### config.mk
export PLATFORM = sky130hd
export DESIGN_NAME = mips_multicycle_ctrl_flat
export DESIGN_NICKNAME = d
export VERILOG_FILES = /design/src/rtl/mips_multicycle_ctrl_if.sv /design/src/rtl/mips_multicycle_ctrl.sv /design/src/flat_wrapper.sv
export SDC_FILE = /design/constraint.sdc
export NUM_CORES = 1
export LEC_CHECK = 0
export BUFFER_PORTS_ARGS = -buffer_cell sky130_fd_sc_hd__buf_2
export CAP_MARGIN = 0
export CORE_AREA = 2 2 39 41
export CTS_CLUSTER_DIAMETER = 150
export CTS_CLUSTER_SIZE = 24
export DETAILED_ROUTE_END_ITERATION = 8
export DIE_AREA = 0 0 41 43
export MAX_ROUTING_LAYER = met4
export REMOVE_ABC_BUFFERS = 1
export SKIP_CTS_REPAIR_TIMING = 1
export SYNTH_ARGS = -nofsm -noshare
export SYNTH_HDL_FRONTEND = slang
export SYNTH_SLANG_ARGS = --single-unit
### constraint.sdc
create_clock -name CLK -period 1.59 [get_ports CLK]
set_input_delay 0.2385 -clock CLK [delete_from_list [all_inputs] [get_ports CLK]]
set_output_delay 0.2385 -clock CLK [all_outputs]
set_load 0.01 [all_outputs]
### src/rtl/mips_multicycle_ctrl_if.sv
// Control/datapath bundle for the multicycle MIPS sequencer: run enable, fetch
// handshake and decoded instruction fields in; write strobes and status out.
interface mips_multicycle_ctrl_if;
    logic       EN;
    logic       MemReady;
    logic [5:0] Opcode;
    logic [5:0] FuncCode;
    logic       PCWrite;
    logic       IRWrite;
    logic       ABWrite;
    logic [1:0] ALUOp;
    logic       ALUOutWrite;
    logic       RegWrite;
    logic       Busy;
    logic       Illegal;
    logic [2:0] State;

    // master: the control sequencer, which owns every datapath write enable
    modport master (
        input  EN, MemReady, Opcode, FuncCode,
        output PCWrite, IRWrite, ABWrite, ALUOp, ALUOutWrite, RegWrite,
               Busy, Illegal, State
    );

    modport slave (
        output EN, MemReady, Opcode, FuncCode,
        input  PCWrite, IRWrite, ABWrite, ALUOp, ALUOutWrite, RegWrite,
               Busy, Illegal, State
    );
endinterface

### src/rtl/mips_multicycle_ctrl.sv
// Multicycle R-type MIPS control sequencer (fetch, decode, exec, write-back).
// Optional retire counter enabled by defining MIPS_CTRL_PERF_CNT_EN.
//
// state  | meaning
// IDLE   | stopped, waiting for EN
// FETCH  | waiting on MemReady; IR/PC load on the ready cycle
// DECODE | latch A/B, classify the instruction
// EXEC   | R-type ALU op, latch ALU result
// WB     | register-file write, retire
// TRAP   | illegal instruction seen; parked until reset
module mips_multicycle_ctrl #(
    parameter bit RESET_PC_HOLD = 1'b0
) (
    input  logic                  CLK,
    input  logic                  RESET,
    mips_multicycle_ctrl_if.master bus
`ifdef MIPS_CTRL_PERF_CNT_EN
    ,
    output logic [31:0]           RetireCount
`endif
);

    typedef enum logic [2:0] {
        S_IDLE   = 3'd0,
        S_FETCH  = 3'd1,
        S_DECODE = 3'd2,
        S_EXEC   = 3'd3,
        S_WB     = 3'd4,
        S_TRAP   = 3'd5
    } state_e;

    state_e     state_q, state_d;
    logic       first_fetch_q, first_fetch_d;
    logic       legal;
    logic       ir_write, pc_write, ab_write;
    logic [1:0] alu_op;
    logic       alu_out_write, reg_write, busy, illegal;

    always_comb begin
        legal = 1'b0;
        if (bus.Opcode == 6'h00) begin
            case (bus.FuncCode)
                6'd32, 6'd34, 6'd36, 6'd37, 6'd39, 6'd42: legal = 1'b1;
                default:                                   legal = 1'b0;
            endcase
        end
    end

    always_ff @(posedge CLK or negedge RESET) begin
        if (!RESET) begin
            state_q       <= S_IDLE;
            first_fetch_q <= 1'b1;
        end else begin
            state_q       <= state_d;
            first_fetch_q <= first_fetch_d;
        end
    end

    always_comb begin
        state_d       = state_q;
        first_fetch_d = first_fetch_q;
        ir_write      = 1'b0;
        pc_write      = 1'b0;
        ab_write      = 1'b0;
        alu_op        = 2'b00;
        alu_out_write = 1'b0;
        reg_write     = 1'b0;
        busy          = 1'b0;
        illegal       = 1'b0;
        case (state_q)
            S_IDLE: begin
                if (bus.EN) state_d = S_FETCH;
            end
            S_FETCH: begin
                busy = 1'b1;
                if (bus.MemReady) begin
                    ir_write      = 1'b1;
                    // optional hold makes the very first fetch re-read address 0
                    pc_write      = ~(RESET_PC_HOLD && first_fetch_q);
                    first_fetch_d = 1'b0;
                    state_d       = S_DECODE;
                end
            end
            S_DECODE: begin
                busy     = 1'b1;
                ab_write = 1'b1;
                state_d  = legal ? S_EXEC : S_TRAP;
            end
            S_EXEC: begin
                busy          = 1'b1;
                alu_op        = 2'b10;
                alu_out_write = 1'b1;
                state_d       = S_WB;
            end
            S_WB: begin
                busy      = 1'b1;
                reg_write = 1'b1;
                state_d   = bus.EN ? S_FETCH : S_IDLE;
            end
            S_TRAP: begin
                illegal = 1'b1;
            end
            default: begin
                state_d = S_IDLE;
            end
        endcase
    end

    assign bus.IRWrite     = ir_write;
    assign bus.PCWrite     = pc_write;
    assign bus.ABWrite     = ab_write;
    assign bus.ALUOp       = alu_op;
    assign bus.ALUOutWrite = alu_out_write;
    assign bus.RegWrite    = reg_write;
    assign bus.Busy        = busy;
    assign bus.Illegal     = illegal;
    assign bus.State       = state_q;

`ifdef MIPS_CTRL_PERF_CNT_EN
    logic [31:0] retire_q;

    always_ff @(posedge CLK or negedge RESET) begin
        if (!RESET) begin
            retire_q <= 32'd0;
        end else if (state_q == S_WB) begin
            retire_q <= retire_q + 32'd1;
        end
    end

    assign RetireCount = retire_q;
`endif

endmodule

### src/flat_wrapper.sv
// flat-port wrapper written by rule: the top's interface ports become plain ports
module mips_multicycle_ctrl_flat 
#(
    parameter bit RESET_PC_HOLD = 1'b0
)
  (CLK, RESET, bus_EN, bus_MemReady, bus_Opcode, bus_FuncCode, bus_PCWrite, bus_IRWrite, bus_ABWrite, bus_ALUOp, bus_ALUOutWrite, bus_RegWrite, bus_Busy, bus_Illegal, bus_State);
  mips_multicycle_ctrl_if bus_i ();
  input  logic CLK;
  input  logic RESET;
  input wire logic [$bits(bus_i.EN)-1:0] bus_EN;
  input wire logic [$bits(bus_i.MemReady)-1:0] bus_MemReady;
  input wire logic [$bits(bus_i.Opcode)-1:0] bus_Opcode;
  input wire logic [$bits(bus_i.FuncCode)-1:0] bus_FuncCode;
  output wire logic [$bits(bus_i.PCWrite)-1:0] bus_PCWrite;
  output wire logic [$bits(bus_i.IRWrite)-1:0] bus_IRWrite;
  output wire logic [$bits(bus_i.ABWrite)-1:0] bus_ABWrite;
  output wire logic [$bits(bus_i.ALUOp)-1:0] bus_ALUOp;
  output wire logic [$bits(bus_i.ALUOutWrite)-1:0] bus_ALUOutWrite;
  output wire logic [$bits(bus_i.RegWrite)-1:0] bus_RegWrite;
  output wire logic [$bits(bus_i.Busy)-1:0] bus_Busy;
  output wire logic [$bits(bus_i.Illegal)-1:0] bus_Illegal;
  output wire logic [$bits(bus_i.State)-1:0] bus_State;
  assign bus_i.EN = bus_EN;
  assign bus_i.MemReady = bus_MemReady;
  assign bus_i.Opcode = bus_Opcode;
  assign bus_i.FuncCode = bus_FuncCode;
  assign bus_PCWrite = bus_i.PCWrite;
  assign bus_IRWrite = bus_i.IRWrite;
  assign bus_ABWrite = bus_i.ABWrite;
  assign bus_ALUOp = bus_i.ALUOp;
  assign bus_ALUOutWrite = bus_i.ALUOutWrite;
  assign bus_RegWrite = bus_i.RegWrite;
  assign bus_Busy = bus_i.Busy;
  assign bus_Illegal = bus_i.Illegal;
  assign bus_State = bus_i.State;
  mips_multicycle_ctrl #(.RESET_PC_HOLD(RESET_PC_HOLD)) u_core (.CLK(CLK), .RESET(RESET), .bus(bus_i));
endmodule
# Yosys cells after proc, flatten, opt, wreduce, memory -nomap -nowiden

Index checks and enable logic that the tools add are counted.

Register bits after elaboration: 3
Input port bits: 16
Output and inout bits: 12
Word-level logic and storage cells: 35

Equality and inequality tests: 13
Muxes and demuxes: 15
Bitwise logic cells: 1
Reduce and logical (&&, ||, !) cells: 5

Operators with widths:

| operator             | number |
|---|---|
| $eq A6 B6 Y1 const B | 6 |
| $pmux W3 S6          | 1 |
| $mux W1              | 10 |
| $mux W3              | 3 |
| $eq A3 B2 Y1 const B | 2 |
| $eq A3 B3 Y1 const B | 2 |
| $logic_not A6 Y1     | 1 |
| $reduce_or A6 Y1     | 1 |
| $ne A2 B2 Y1 const B | 2 |
| $reduce_or A4 Y1     | 1 |
| $eq A3 B1 Y1 const B | 1 |
| $logic_not A3 Y1     | 1 |
| $reduce_and A3 Y1    | 1 |
| $mux W2              | 1 |
| $not A1 Y1           | 1 |

# Logic depth before layout (Yosys ltp)

Word-level depth: 6
Depth in mapped cells: 4
Depth with buffers taken out: 3

# Worst setup path after synthesis

OpenSTA, ideal clock, no wires.

Path type: reg-to-output
From: register u_core.state_q[1] (netlist: u_core.bus.State[1])
To: output port bus_PCWrite
Arrival time: 1.413 ns
Required time: 1.351 ns
Path slack: -0.061 ns
Cell stages (with the launch flop): 4
Buffers on the path: 2
Cells stage by stage: dfrtp_1 -> clkbuf_1 -> nor4bb_1 -> buf_4

Longest elaborated chain between the ends: 2

RTL lines:

| item                   | RTL line                   | RTL |
|---|---|---|
| from (decl)            | mips_multicycle_ctrl.sv:32 | `state_e state_q, state_d;` |
| from (signal assigned) | mips_multicycle_ctrl.sv:54 | `state_q <= state_d;` |
| $eq A3 B1 Y1           | -                          |  |
| $mux W1                | -                          |  |
| to (decl)              | flat_wrapper.sv:14         | `output wire logic [$bits(bus_i.PCWrite)-1:0] bus_PCWrite;` |

Every way passes these cells.

# Worst setup path after layout

From: register u_core.state_q[1] (netlist: u_core.bus.State[1])
To: output port bus_IRWrite

Longest elaborated chain between the ends: 2

RTL lines:

| item         | RTL line                   | RTL |
|---|---|---|
| $eq A3 B1 Y1 | mips_multicycle_ctrl.sv:70 | `case (state_q)` |
| $mux W1      | mips_multicycle_ctrl.sv:70 |  |
| to (decl)    | flat_wrapper.sv:15         | `output wire logic [$bits(bus_i.IRWrite)-1:0] bus_IRWrite;` |

Every way passes these cells.

==> impl_results.md <==
- Pre-Repair DR Iteration Count: 1
- Post-detailed-routing wire length: 743 um
- Grt total ovfl: 0
- Static power due to leakage: 0.2333 nW
- Antenna diode count: 0
- Tightest Hold Check Type: input port to flop
- Final #Nets: 75
- Clock input transition at the sequential cells of the worst setup and hold paths: 0.04 ns
- Post-Synthesis Mean Instance Area: 8.328 um2
- Placer's final routability congestion estimate: 0.6660
- Total number of vias: 315
- Routed WL per cell: 10.04 um
- Worst Setup End Kind: primary output
- Worst-case setup slack after placement: 0.2181 ns
- Clock tree root buffer cell: sky130_fd_sc_hd__clkbuf_4
- Via density: 4.257
- Outcome: finished clean
- Share of the yosys chip area belonging to registers: 0.2817
- WP data arrival: 1.28 ns
- Starting density of the core: 0.1926
- Remaining DRCs: 0
- Flop and latch count out of synthesis: 3
- Top-Level Pins: 28
- Fmax: 659.3 MHz
- Number of pins with negative max-slew slack in the final report: 0
- Floorplan row count: 14
- Global-route wire length before repair: 972 um
- Setup Crit Path Kind: flop to primary output
- Initial antenna violation count: 0
- Cell Area, Synth: 266.5 um2
- Worst path required time: 1.35 ns
- Smallest setup slack after layout: 0.07318 ns
- Total power after layout: 0.0006572 W
- Power density relative to cell area: 1505 mW/mm2
- Max_cap viols: 0
- First DRT Iteration DRCs: 0
- Antenna Nets Post-Route: 0
- # port buffers: 26
- Total count of hold-check failures in the final report: 0
- Horizontal die dimension: 41 um
- Final setup violating endpoints: 0
- Final core utilization: 0.3156
- Final-layout setup total negative slack: 0 ns
- Clock sink total: 3
- Worst Path Max Fanout: 10
- Setup Skew: 0.001275 ns
- Chip Height: 43 um
- CTS tree: built
- Syn Inst Count: 32
- Synth Warn #: 0
- Layout cell share with drive strength beyond 1: 0.5862
- Via count of the first global-routing pass: 269
- DIE AREA: 0.001763 mm2
- Max reg flops: 3
- Maximum count of clock buffers along a single path: 2
- Category of the worst setup path launch point: flop
- Post-route minimum period: 1.517 ns
- CORE AREA: 0.001384 mm2
- Worst skew pair latency: 0.23 ns
- Worst VDD drop: 0.0004162 V
- Total global-route track usage: 0.08669
- Area growth syn-to-layout: 63.85%
- Final hold slack: 0.2354 ns
- Maximum number of pins on one net before global-route repair: 12
- Final clock period utilization by the worst path: 0.9540
- Yosys cell types: 24
- Number of CTS-inserted buffers: 3
- CTS H-tree lvls: 1
synth_stat cells (all sizes together):
library cell | number | share of area
and3 | 1 | 0.023
nor4bb | 1 | 0.038
conb | 1 | 0.014
a31o | 1 | 0.033
nand2 | 1 | 0.014
xnor2 | 1 | 0.033
o21a | 1 | 0.028
buf | 4 | 0.10
inv | 1 | 0.014
nor2 | 4 | 0.056
clkbuf | 1 | 0.014
mux2 | 1 | 0.042
o22ai | 1 | 0.023
a31oi | 1 | 0.023
nand2b | 1 | 0.023
or3 | 1 | 0.023
a21oi | 1 | 0.019
dfrtp | 3 | 0.28
nor3 | 3 | 0.075
and3b | 1 | 0.033
a311oi | 1 | 0.033
or4b | 1 | 0.052
cell usage in the layout, fill, tap and decap left out:
cell,netlist,routed
sky130_fd_sc_hd__conb_1,1,1
sky130_fd_sc_hd__xnor2_1,1,1
sky130_fd_sc_hd__dlygate4sd3_1,0,1
sky130_fd_sc_hd__mux2_2,1,1
sky130_fd_sc_hd__inv_2,1,1
sky130_fd_sc_hd__nor3_2,1,1
sky130_fd_sc_hd__dfrtp_1,3,3
sky130_fd_sc_hd__nand2b_1,1,1
sky130_fd_sc_hd__a31oi_1,1,1
sky130_fd_sc_hd__a21oi_1,1,1
sky130_fd_sc_hd__nand2_1,1,1
sky130_fd_sc_hd__and3b_1,1,1
sky130_fd_sc_hd__or4b_4,1,1
sky130_fd_sc_hd__clkbuf_4,0,3
sky130_fd_sc_hd__or3_1,1,1
sky130_fd_sc_hd__nor4bb_4,0,1
sky130_fd_sc_hd__nor2_1,4,4
sky130_fd_sc_hd__a311oi_1,1,1
sky130_fd_sc_hd__and3_1,1,1
sky130_fd_sc_hd__o21a_1,1,1
sky130_fd_sc_hd__o22ai_1,1,1
sky130_fd_sc_hd__clkbuf_1,1,1
sky130_fd_sc_hd__buf_2,1,26
sky130_fd_sc_hd__a31o_1,1,1
sky130_fd_sc_hd__nor3_1,2,2
final timing paths:
| kind | start | to | slack, ns | cells past startpoint |
|---|---|---|---|---|
| min in group asynchronous | RESET | u_core.bus.State[0]$_DFFE_PN0P_ | 0.33 | 2 |
| worst max-delay path | u_core.bus.State[1]$_DFFE_PN0P_ | bus_IRWrite | 0.07 | 2 |
| worst max register to register | u_core.bus.State[1]$_DFFE_PN0P_ | u_core.bus.State[2]$_DFFE_PN0P_ | 0.48 | 3 |
| worst min register to register | u_core.bus.State[0]$_DFFE_PN0P_ | u_core.bus.State[0]$_DFFE_PN0P_ | 0.70 | 1 |
| worst min-delay path | bus_MemReady | u_core.bus.State[0]$_DFFE_PN0P_ | 0.24 | 2 |
| max in group asynchronous | RESET | u_core.bus.State[1]$_DFFE_PN0P_ | 1.16 | 2 |
metrics by stage:
stage | area [um2] | instances
after floorplan | 235.2 | 27
after global placement | 385.4 | 69
after detailed placement | 385.4 | 69
after CTS | 411.6 | 73
after global routing | 436.7 | 74
final | 436.7 | 74
where the power goes:
| group | internal (W) | switching (W) |
|---|---|---|
| Sequential | 0.000108 | 0.0000871 |
| Combinational | 0.000175 | 0.000156 |
| Clock | 0.0000939 | 0.0000375 |
layer usage:
metal	vias to the layer above	global-route usage	share of wire
met3	0	0.03141	0.11
met1	132	0.09416	0.42
met2	18	0.1250	0.47
met5	-	-	0
met4	0	0.06000	0
li1	165	-	-
cell families (layout without fill, tap and decap cells):
logic type,Yosys count,count (layout),share of synthesized area
XOR/XNOR,1,1,0.03287
AND/OR/NAND/NOR,14,14,0.3380
AO/OA/AOI/OAI,6,6,0.1597
flip-flops,3,3,0.2817
multiplexers,1,1,0.04225
buffers and inverters,6,32,0.1314
other,1,1,0.01407
layout make-up:
| type | count | area [um2] |
|---|---|---|
| repair buffers | 27 | 140.1 |
| inverters | 1 | 3.754 |
| fillers | 147 | 947.2 |
| well taps | 16 | 20.02 |
| multi-input cells | 23 | 171.4 |
| flip-flops and latches | 3 | 75.07 |
| clock buffers | 4 | 26.28 |
worst max-delay path, cell delays in order, from the launching register on:
cell                       delay (ns)
sky130_fd_sc_hd__dfrtp_1         0.49
sky130_fd_sc_hd__nor4bb_4        0.37
sky130_fd_sc_hd__buf_2           0.18
Note: power is estimated with default switching activity, not from simulation.
